==> src/rtl/data_out_merge_pkg.sv <==
// Shared types and constants for the two-stream frame merger.
// The header length field sits in the low bits of the header word.
package data_out_merge_pkg;

    localparam int DEF_DATA_W  = 32;
    localparam int DEF_LEN_W   = 16;
    localparam int HDR_LEN_LSB = 0;

    typedef enum logic [1:0] {
        ST_IDLE = 2'd0,
        ST_HDR  = 2'd1,
        ST_BODY = 2'd2
    } state_t;

endpackage

==> src/rtl/axis_skid_buf.sv <==
// Two-entry registered stream buffer. The upstream ready (not_full) depends only
// on the registered occupancy, so it has no combinational path from out_ready.
module axis_skid_buf #(
    parameter int DATA_W = 32
) (
    input  logic              clk,
    input  logic              reset,
    input  logic [DATA_W-1:0] in_data,
    input  logic              in_valid,
    output logic              not_full,
    output logic              empty,
    output logic [DATA_W-1:0] out_data,
    output logic              out_valid,
    input  logic              out_ready
);

    logic [DATA_W-1:0] mem_reg [2];
    logic              wr_ptr_reg;
    logic              rd_ptr_reg;
    logic [1:0]        count_reg;
    logic              push;
    logic              pop;

    assign not_full  = (count_reg != 2'd2);
    assign empty     = (count_reg == 2'd0);
    assign out_valid = !empty;
    assign out_data  = mem_reg[rd_ptr_reg];
    assign push      = in_valid && not_full;
    assign pop       = out_valid && out_ready;

    // Entries are cleared on reset so the output data reads zero after reset.
    for (genvar gi = 0; gi < 2; gi++) begin : g_entry
        always_ff @(posedge clk) begin
            if (reset) begin
                mem_reg[gi] <= '0;
            end else if (push && (wr_ptr_reg == 1'(gi))) begin
                mem_reg[gi] <= in_data;
            end
        end
    end

    always_ff @(posedge clk) begin
        if (reset) begin
            wr_ptr_reg <= 1'b0;
            rd_ptr_reg <= 1'b0;
            count_reg  <= 2'd0;
        end else begin
            if (push) wr_ptr_reg <= ~wr_ptr_reg;
            if (pop)  rd_ptr_reg <= ~rd_ptr_reg;
            case ({push, pop})
                2'b10:   count_reg <= count_reg + 2'd1;
                2'b01:   count_reg <= count_reg - 2'd1;
                default: count_reg <= count_reg;
            endcase
        end
    end

endmodule

==> src/rtl/data_out_merge.sv <==
// Merges two framed streams onto one output, one whole frame at a time,
// alternating between inputs whenever both have a frame waiting.
module data_out_merge
    import data_out_merge_pkg::*;
#(
    parameter int DATA_W = DEF_DATA_W,
    parameter int LEN_W  = DEF_LEN_W
) (
    input  logic              clk,
    input  logic              reset,
    input  logic              ap_start,
    output logic              ap_idle,
    input  logic [DATA_W-1:0] Input_1_V_TDATA,
    input  logic              Input_1_V_TVALID,
    output logic              Input_1_V_TREADY,
    input  logic [DATA_W-1:0] Input_2_V_TDATA,
    input  logic              Input_2_V_TVALID,
    output logic              Input_2_V_TREADY,
    output logic [DATA_W-1:0] Output_1_V_TDATA,
    output logic              Output_1_V_TVALID,
    input  logic              Output_1_V_TREADY,
    output logic [15:0]       frame_cnt_1,
    output logic [15:0]       frame_cnt_2
);

    state_t             state_reg, state_next;
    logic               grant_reg, grant_next;
    logic               rr_ptr_reg, rr_ptr_next;
    logic [LEN_W-1:0]   remaining_reg, remaining_next;
    logic [15:0]        frame_cnt_reg [2];

    logic [1:0]         in_valid;
    logic [DATA_W-1:0]  in_data [2];
    logic [1:0]         in_ready;
    logic [DATA_W-1:0]  sel_data;
    logic [LEN_W-1:0]   hdr_len;
    logic               xfer;
    logic               frame_done;
    logic               buf_not_full;
    logic               buf_empty;

    assign in_valid = {Input_2_V_TVALID, Input_1_V_TVALID};
    assign in_data[0] = Input_1_V_TDATA;
    assign in_data[1] = Input_2_V_TDATA;
    assign sel_data = in_data[grant_reg];
    assign hdr_len  = sel_data[HDR_LEN_LSB +: LEN_W];

    always_comb begin
        state_next     = state_reg;
        grant_next     = grant_reg;
        rr_ptr_next    = rr_ptr_reg;
        remaining_next = remaining_reg;
        in_ready       = 2'b00;
        xfer           = 1'b0;
        frame_done     = 1'b0;

        case (state_reg)
            ST_IDLE: begin
                // Search starts at rr_ptr; the other input only wins if rr_ptr's input is idle.
                if (ap_start && (in_valid != 2'b00)) begin
                    grant_next = in_valid[rr_ptr_reg] ? rr_ptr_reg : ~rr_ptr_reg;
                    state_next = ST_HDR;
                end
            end
            ST_HDR: begin
                in_ready[grant_reg] = buf_not_full;
                xfer = in_valid[grant_reg] && buf_not_full;
                if (xfer) begin
                    remaining_next = hdr_len;
                    if (hdr_len == '0) begin
                        frame_done = 1'b1;
                        state_next = ST_IDLE;
                    end else begin
                        state_next = ST_BODY;
                    end
                end
            end
            ST_BODY: begin
                in_ready[grant_reg] = buf_not_full;
                xfer = in_valid[grant_reg] && buf_not_full;
                if (xfer) begin
                    remaining_next = remaining_reg - LEN_W'(1);
                    if (remaining_reg == LEN_W'(1)) begin
                        frame_done = 1'b1;
                        state_next = ST_IDLE;
                    end
                end
            end
            default: begin
                state_next = ST_IDLE;
            end
        endcase

        if (frame_done) begin
            rr_ptr_next = ~grant_reg;
        end
    end

    always_ff @(posedge clk) begin
        if (reset) begin
            state_reg     <= ST_IDLE;
            grant_reg     <= 1'b0;
            rr_ptr_reg    <= 1'b0;
            remaining_reg <= '0;
        end else begin
            state_reg     <= state_next;
            grant_reg     <= grant_next;
            rr_ptr_reg    <= rr_ptr_next;
            remaining_reg <= remaining_next;
        end
    end

    for (genvar gi = 0; gi < 2; gi++) begin : g_frame_cnt
        always_ff @(posedge clk) begin
            if (reset) begin
                frame_cnt_reg[gi] <= 16'd0;
            end else if (frame_done && (grant_reg == 1'(gi))) begin
                frame_cnt_reg[gi] <= frame_cnt_reg[gi] + 16'd1;
            end
        end
    end

    axis_skid_buf #(
        .DATA_W (DATA_W)
    ) u_out_buf (
        .clk       (clk),
        .reset     (reset),
        .in_data   (sel_data),
        .in_valid  (xfer),
        .not_full  (buf_not_full),
        .empty     (buf_empty),
        .out_data  (Output_1_V_TDATA),
        .out_valid (Output_1_V_TVALID),
        .out_ready (Output_1_V_TREADY)
    );

    assign Input_1_V_TREADY = in_ready[0];
    assign Input_2_V_TREADY = in_ready[1];
    assign frame_cnt_1      = frame_cnt_reg[0];
    assign frame_cnt_2      = frame_cnt_reg[1];
    assign ap_idle          = (state_reg == ST_IDLE) && buf_empty;

endmodule

==> config.mk <==
export PLATFORM = sky130hd
export DESIGN_NAME = data_out_merge
export DESIGN_NICKNAME = d
export VERILOG_FILES = /design/src/rtl/data_out_merge_pkg.sv /design/src/rtl/axis_skid_buf.sv /design/src/rtl/data_out_merge.sv
export SDC_FILE = /design/constraint.sdc
export NUM_CORES = 1
export LEC_CHECK = 0
export BUFFER_PORTS_ARGS = -buffer_cell sky130_fd_sc_hd__buf_4
export CAP_MARGIN = 20
export CORE_ASPECT_RATIO = 1.5
export CORE_MARGIN = 3
export CORE_UTILIZATION = 45
export DETAILED_ROUTE_END_ITERATION = 10
export GPL_TIMING_DRIVEN = 0
export PLACE_DENSITY = 0.79
export SLEW_MARGIN = 20
export SYNTH_ARGS = -nofsm -noshare
export SYNTH_HDL_FRONTEND = slang
export SYNTH_SLANG_ARGS = --single-unit
==> constraint.sdc <==
create_clock -name clk -period 5.3 [get_ports clk]
set_input_delay 0.53 -clock clk [delete_from_list [all_inputs] [get_ports clk]]
set_output_delay 0.53 -clock clk [all_outputs]
set_load 0.005 [all_outputs]
Word level (Yosys, flattened, before mapping)
Memories as Yosys holds them, arrays and structs flattened. A register that Yosys moved wholly into a read port is not among the register bits.
Index checks and enable logic that the tools add are counted.
W data, S select, Z words.
{ "totals": {"out_inout_bits": 68, "ram_bits": 96, "mem_count": 2, "in_bits": 70, "register_bits": 24} }
{ "mem_list": {"columns": ["memory", "words", "word_bits", "rd", "rd_ports_with_merged_regs", "wr", "line_no", "rtl"], "rows": [
  ["u_out_buf.mem_reg", 2, 32, 1, 1, 2, "axis_skid_buf.sv:17", "logic [DATA_W-1:0] mem_reg [2];"],
  ["frame_cnt_reg", 2, 16, 2, 0, 2, "data_out_merge.sv:30", "logic [15:0] frame_cnt_reg [2];"]
]} }
{ "classes": {"n_addsub": 5, "n_eq_ne": 10, "n_lt_le_gt_ge": 4, "n_reduce_logical": 21, "muxes": 47, "bitwise": 10} }
{ "op_table": {"columns": ["cell", "count"], "rows": [
  ["$mux W32", 5],
  ["$mux W16", 4],
  ["$add A16 B1 Y16 const B", 2],
  ["$pmux W16 S2", 1],
  ["$mux W1", 27],
  ["$eq A16 B1 Y1 const B", 1],
  ["$logic_not A16 Y1", 1],
  ["$sub A16 B1 Y16 const B", 1],
  ["$mux W2", 6],
  ["$logic_and A1 B1 Y1", 10],
  ["$ne A2 B2 Y1 const B", 5],
  ["$pmux W2 S3", 1],
  ["$reduce_bool A2 Y1", 3],
  ["$eq A2 B1 Y1 const B", 2],
  ["$eq A2 B2 Y1 const B", 2],
  ["$logic_not A2 Y1", 2],
  ["$lt A1 B2 Y1 const B", 2],
  ["$not A1 Y1", 4],
  ["$or A1 B1 Y1", 4],
  ["$pmux W2 S2", 1],
  ["$reduce_and A4 Y1", 1],
  ["$reduce_and A3 Y1", 1],
  ["$add A2 B1 Y2 const B", 1],
  ["$and A2 B2 Y2", 1],
  ["other kinds (9)", 9]
]} }

Depth between registers and ports, before layout
{ "depth": {"ltp_word": 13, "ltp_mapped": 8} }

Hierarchy
Synthesis repeated with hierarchy kept, for this count alone.
{ "hier_totals": {"hier_cells": 610, "hier_area_um2": 6528.8} }
{ "by_module_without_submodules": {"columns": ["mod", "seq_area_each_um2", "cells_each", "n_inst", "area_per_inst_um2"], "rows": [
  ["data_out_merge", 1361.3, 378, 1, 3455.8],
  ["axis_skid_buf", 2021.9, 232, 1, 3072.9]
]} }

Least setup slack after synthesis
No wires, ideal clock.
{ "synth_path": {"kind": "input to register", "start": "input port Input_2_V_TVALID", "end": "memory u_out_buf.mem_reg[0][0], enable pin", "arrival_time_ps": 3275, "setup_ps": 466, "path_slack_ps": 1559, "stages": 3, "cell_sequence": "mux2i_1 nand3b_1 o21ai_0"} }
{ "synth_rtl": {"columns": ["item", "line_no", "rtl"], "rows": [
  ["from (decl)", "data_out_merge.sv:17", "input logic Input_2_V_TVALID,"],
  ["to (decl)", "axis_skid_buf.sv:17", null]
]} }

==> PnR_summary.wiki <==
{| class="wikitable"
! Metric !! Value
|-
| Seq/Total Area, Yosys || a little over half
|-
| DR DRC count || 0
|-
| Total Wirelength || between 15 and 20 mm
|-
| Status || completed
|-
| Achievable frequency || around 0.35 GHz
|-
| Setup repair after global routing missed its margin || false
|-
| Final setup viols || 0
|-
| Worst skew pair latency || between 0.4 and 0.5 ns
|-
| Count of state elements after synthesis || between 100 and 150
|-
| Number of H-tree levels || 4
|-
| Post-detail-place hpwl || around 12 mm
|-
| Count of maximum capacitance violations || 0
|-
| Routed wire per std cell || around 18 um
|-
| I/O pin count || approximately 140
|-
| Top FF cell, synth || edfxtp_1
|-
| Number of cells on the worst reg-to-reg path || 6
|-
| Worst hold path depth || 3
|-
| Share of layout cells above drive strength 1 || a little under a third
|-
| Longest individual stage delay on the worst path || 0.74 ns
|-
| Flop-to-flop setup slack || 2.42 ns
|-
| Critical R2R Capture || frame_cnt_reg[0][10]$_SDFFCE_PN0P_
|-
| DRT antenna net count || 0
|-
| Core ar. || roughly 14,000 sq um
|-
| Total design power || between 0.003 and 0.004 W
|-
| Data arrival time at the worst-slack endpoint || 2.92 ns
|-
| Count of port buffers added during placement || 136
|-
| Critical path, cell by cell || buf_6, mux2i_1, o211ai_1, a211oi_2, nor2_1, o31ai_4
|-
| Avg Synthesized Cell Area || 10.82 sq um
|-
| Die boundary height || 149.9 um
|-
| Crit path capture type || flip-flop
|-
| Gate count after technology mapping || 574
|-
| Pin count of the biggest net entering global routing || 23
|-
| Post-Syn Area || 6213 sq um
|-
| Setup fix buffers added after clock tree synthesis || 0
|-
| Static Leak || between 3 and 4 nW
|-
| Clock slew seen by the registers of the worst setup and hold paths || about 0.06 ns
|-
| Power per unit of standard cell area || roughly 430 nW/um^2
|-
| Accumulated negative setup slack || 0 ns
|-
| Flip-flop count of the largest register after layout || 64
|-
| Proportion of synthesized flip-flops having asynchronous set or reset || 0%
|-
| Clock sink count || around 120
|-
| Overall global routing resource usage || around 22%
|-
| Largest fanout of any net on the critical path || 16
|-
| Maximum ir drop on the vdd rail || approximately 0.21 mV
|-
| Slew headroom || between 30 and 40%
|-
| Initial Utilization || 45.91%
|-
| Number of violations reported at the end of detailed-routing iteration 0 || 334
|-
| Number of nets produced by synthesis || 652
|-
| Number of distinct library cells after synthesis || 53
|-
| Worst Hold Class || in -> reg
|-
| Routed via count divided by cell count || around 5.6
|-
| Reg-to-reg critical path startpoint || grant_reg$_SDFFE_PP0P_
|-
| First-pass GRT wire length || 25.63 mm
|-
| P&R area growth vs syn || 31.23%
|-
| Slew @ Worst Pin || between 0.9 and 1 ns
|-
| Nets || 810
|-
| Length of the first detailed-routing pass in iterations || 5
|-
| Cell chosen for the clock root || clkbuf_16
|-
| Met3 wire length || a little under 800 um
|-
| Inserted Clock Buffers || 17
|-
| DR top layer || met4
|-
| Filler cells || approximately 1.1k
|-
| Post-Route M1 WL || about 6.3 mm
|-
| Full die area || 15,280 sq um
|-
| Nature of the critical path startpoint || flip-flop
|-
| Max Slew Vio Count || 0
|-
| End of the worst hold path || grant_reg$_SDFFE_PP0P_
|-
| Row count || between 50 and 60
|-
| Seq. cell area || around 3400 sq um
|-
| Congestion Overflow GR || 0
|-
| Yosys warning count || 0
|-
| Final critical delay including setup and external delays || roughly 2.9 ns
|-
| Vias after detailed routing || between 5k and 6k
|-
| Portion of the clock cycle consumed by the worst path in the final layout || ~54%
|-
| Critical Setup Path Class || reg -> reg
|-
| Wire length on met2 || slightly below 9 mm
|-
| Number of hold-repair buffers added at the cts stage || 0
|-
| Maximum clock insertion buffer count || 2
|-
| Post-route core utilization || 60.25%
|-
| Final number of hold-violating endpoints || 0
|-
| CTS tree || done
|-
| Vias in the first global route || between 5k and 6k
|-
| Max Clock Skew || 0.005615 ns
|-
| Die Width || 101.9 um
|-
| Required time of the worst setup path || 5.34 ns
|-
| Critical path's slowest cell || o31ai_4
|-
| Total area of multi-input combinational cells || between 2000 and 3000 sq um
|-
| Worst Min Path Start || ap_start
|-
| Initial antenna violation count || 0
|-
| Global placer's final weighted congestion || about 0.90
|-
| Resize count post-CTS || 0
|-
| Post-synth EDFFs || between 90 and 100
|-
| Antenna cell count || 0
|}
-- cells by family (layout without fill, tap and decap cells) --
group / count (synthesis) / after routing / share of synthesized area, %
xor gates and xnor gates: 32 / 32 / 4.511
DFF: 121 / 121 / 54.45
buffers and inverters: 43 / 214 / 3.242
muxes: 66 / 66 / 11.28
and+or+nand+nor: 229 / 229 / 16.98
AOI/OAI and AO/OA: 75 / 75 / 7.934
adders and majority gates: 8 / 8 / 1.611
-- metrics by stage --
stage	std cells	instance area [sq um]	hold WS, ns	setup slack (ns)
global placement	872	7437	0.4608	0.3086
detailed placement	875	7547	0.4851	2.331
CTS	907	8154	0.4285	2.382
finish	907	8154	0.4411	2.418
floorplan	574	6213	0.4486	1.559
global route	907	8154	0.4427	2.202
-- layout by cell type (no fill, tap or decap), types with 3 or more instances in the layout --
cell        netlist  routed
a22oi_1           6       6
a21oi_1          19      19
nor2_1          129     129
nand2_1          33      33
xor2_1           16      16
mux2i_1          34      34
nand4_1           7       7
a21o_1            3       3
dfxtp_1          25      25
clkinvlp_4        0       4
o22ai_1           6       6
clkinv_4          0       3
buf_6             4       4
clkbuf_16         0      20
nor4_1            4       4
o31a_1            4       4
buf_4             0     136
nor3_1           12      12
ha_1              8       8
mux2_2           32      32
nand3_1          15      15
edfxtp_1         96      96
xnor2_1          16      16
nand2b_1          5       5
buf_1             4       4
inv_1            15      15
and4_1            5       5
buf_2             8       8
o21ai_0          20      17
clkbuf_1         12      12
-- power by group --
group / leakage (nW) / total, W / internal (W) / switching (W)
clock: 0.287 / 0.00114 / 0.000711 / 0.000428
sequential: 1.20 / 0.00127 / 0.00118 / 0.0000847
combinational: 1.65 / 0.00107 / 0.000483 / 0.000591
-- worst max-delay path by stage --
stage / slack (ns) / end / start
after floorplan: 1.56 / u_out_buf.mem_reg[0][0]$_SDFFCE_PN0P_ / Input_2_V_TVALID
after global placement: 0.31 / u_out_buf.mem_reg[0][3]$_SDFFCE_PN0P_ / Input_2_V_TVALID
after detailed placement: 2.33 / frame_cnt_reg[0][2]$_SDFFCE_PN0P_ / Input_2_V_TDATA[15]
after CTS: 2.38 / Input_1_V_TREADY / grant_reg$_SDFFE_PP0P_
after global routing: 2.20 / frame_cnt_reg[0][11]$_SDFFCE_PN0P_ / grant_reg$_SDFFE_PP0P_
final: 2.42 / frame_cnt_reg[0][10]$_SDFFCE_PN0P_ / grant_reg$_SDFFE_PP0P_
-- Yosys cell counts, types with 2 or more instances --
library cell | number | share of area, %
xnor2_1 | 16 | 2.3
mux2i_1 | 34 | 5.5
nand2_1 | 33 | 2.0
nor3_1 | 12 | 0.97
o31a_1 | 4 | 0.56
mux2_2 | 32 | 5.8
ha_1 | 8 | 1.6
nor4_1 | 4 | 0.40
nand3_1 | 15 | 1.2
buf_1 | 4 | 0.24
a21o_1 | 3 | 0.36
o211ai_2 | 2 | 0.40
o21ai_0 | 20 | 1.6
nand2b_1 | 5 | 0.50
nand4_1 | 7 | 0.70
edfxtp_1 | 96 | 46
or3_1 | 2 | 0.20
and4_1 | 5 | 0.70
and3_1 | 2 | 0.20
a22oi_1 | 6 | 0.72
o31ai_1 | 2 | 0.24
o22ai_1 | 6 | 0.60
xor2_1 | 16 | 2.3
buf_6 | 4 | 0.72
nor4_2 | 2 | 0.40
a21oi_1 | 19 | 1.5
nor3b_1 | 2 | 0.24
nor2_1 | 129 | 7.8
o32ai_1 | 2 | 0.28
dfxtp_1 | 25 | 8.1
clkbuf_1 | 12 | 0.72
nor4b_1 | 2 | 0.28
a211oi_1 | 2 | 0.24
buf_2 | 8 | 0.64
inv_1 | 15 | 0.91
-- layout make-up --
type	instances	share of cell area (%)
inverters	15	0.6905
clock inverters	10	0.9667
multi-input cells	410	32.73
clock buffers	22	6.475
plain buffers	28	1.780
repair buffers	139	13.38
flip-flops and latches	121	41.49
well taps	162	2.486
-- per-layer routing --
| metal | global-route usage [%] | vias up |
|---|---|---|
| met5 | 0 | - |
| li1 | - | 2388 |
| met4 | 9.783 | 0 |
| met1 | 24.40 | 2453 |
| met2 | 39.74 | 183 |
| met3 | 4.524 | 34 |
-- critical path: cells and delay by family (launching register included) --
| family | cells | cell delay, ns |
|---|---|---|
| compound gates | 3 | 1.41 |
| simple gates | 1 | 0.17 |
| flops | 1 | 0.32 |
| buf+inv | 1 | 0.14 |
| mux | 1 | 0.47 |
Power figures use the tool's default switching activity.
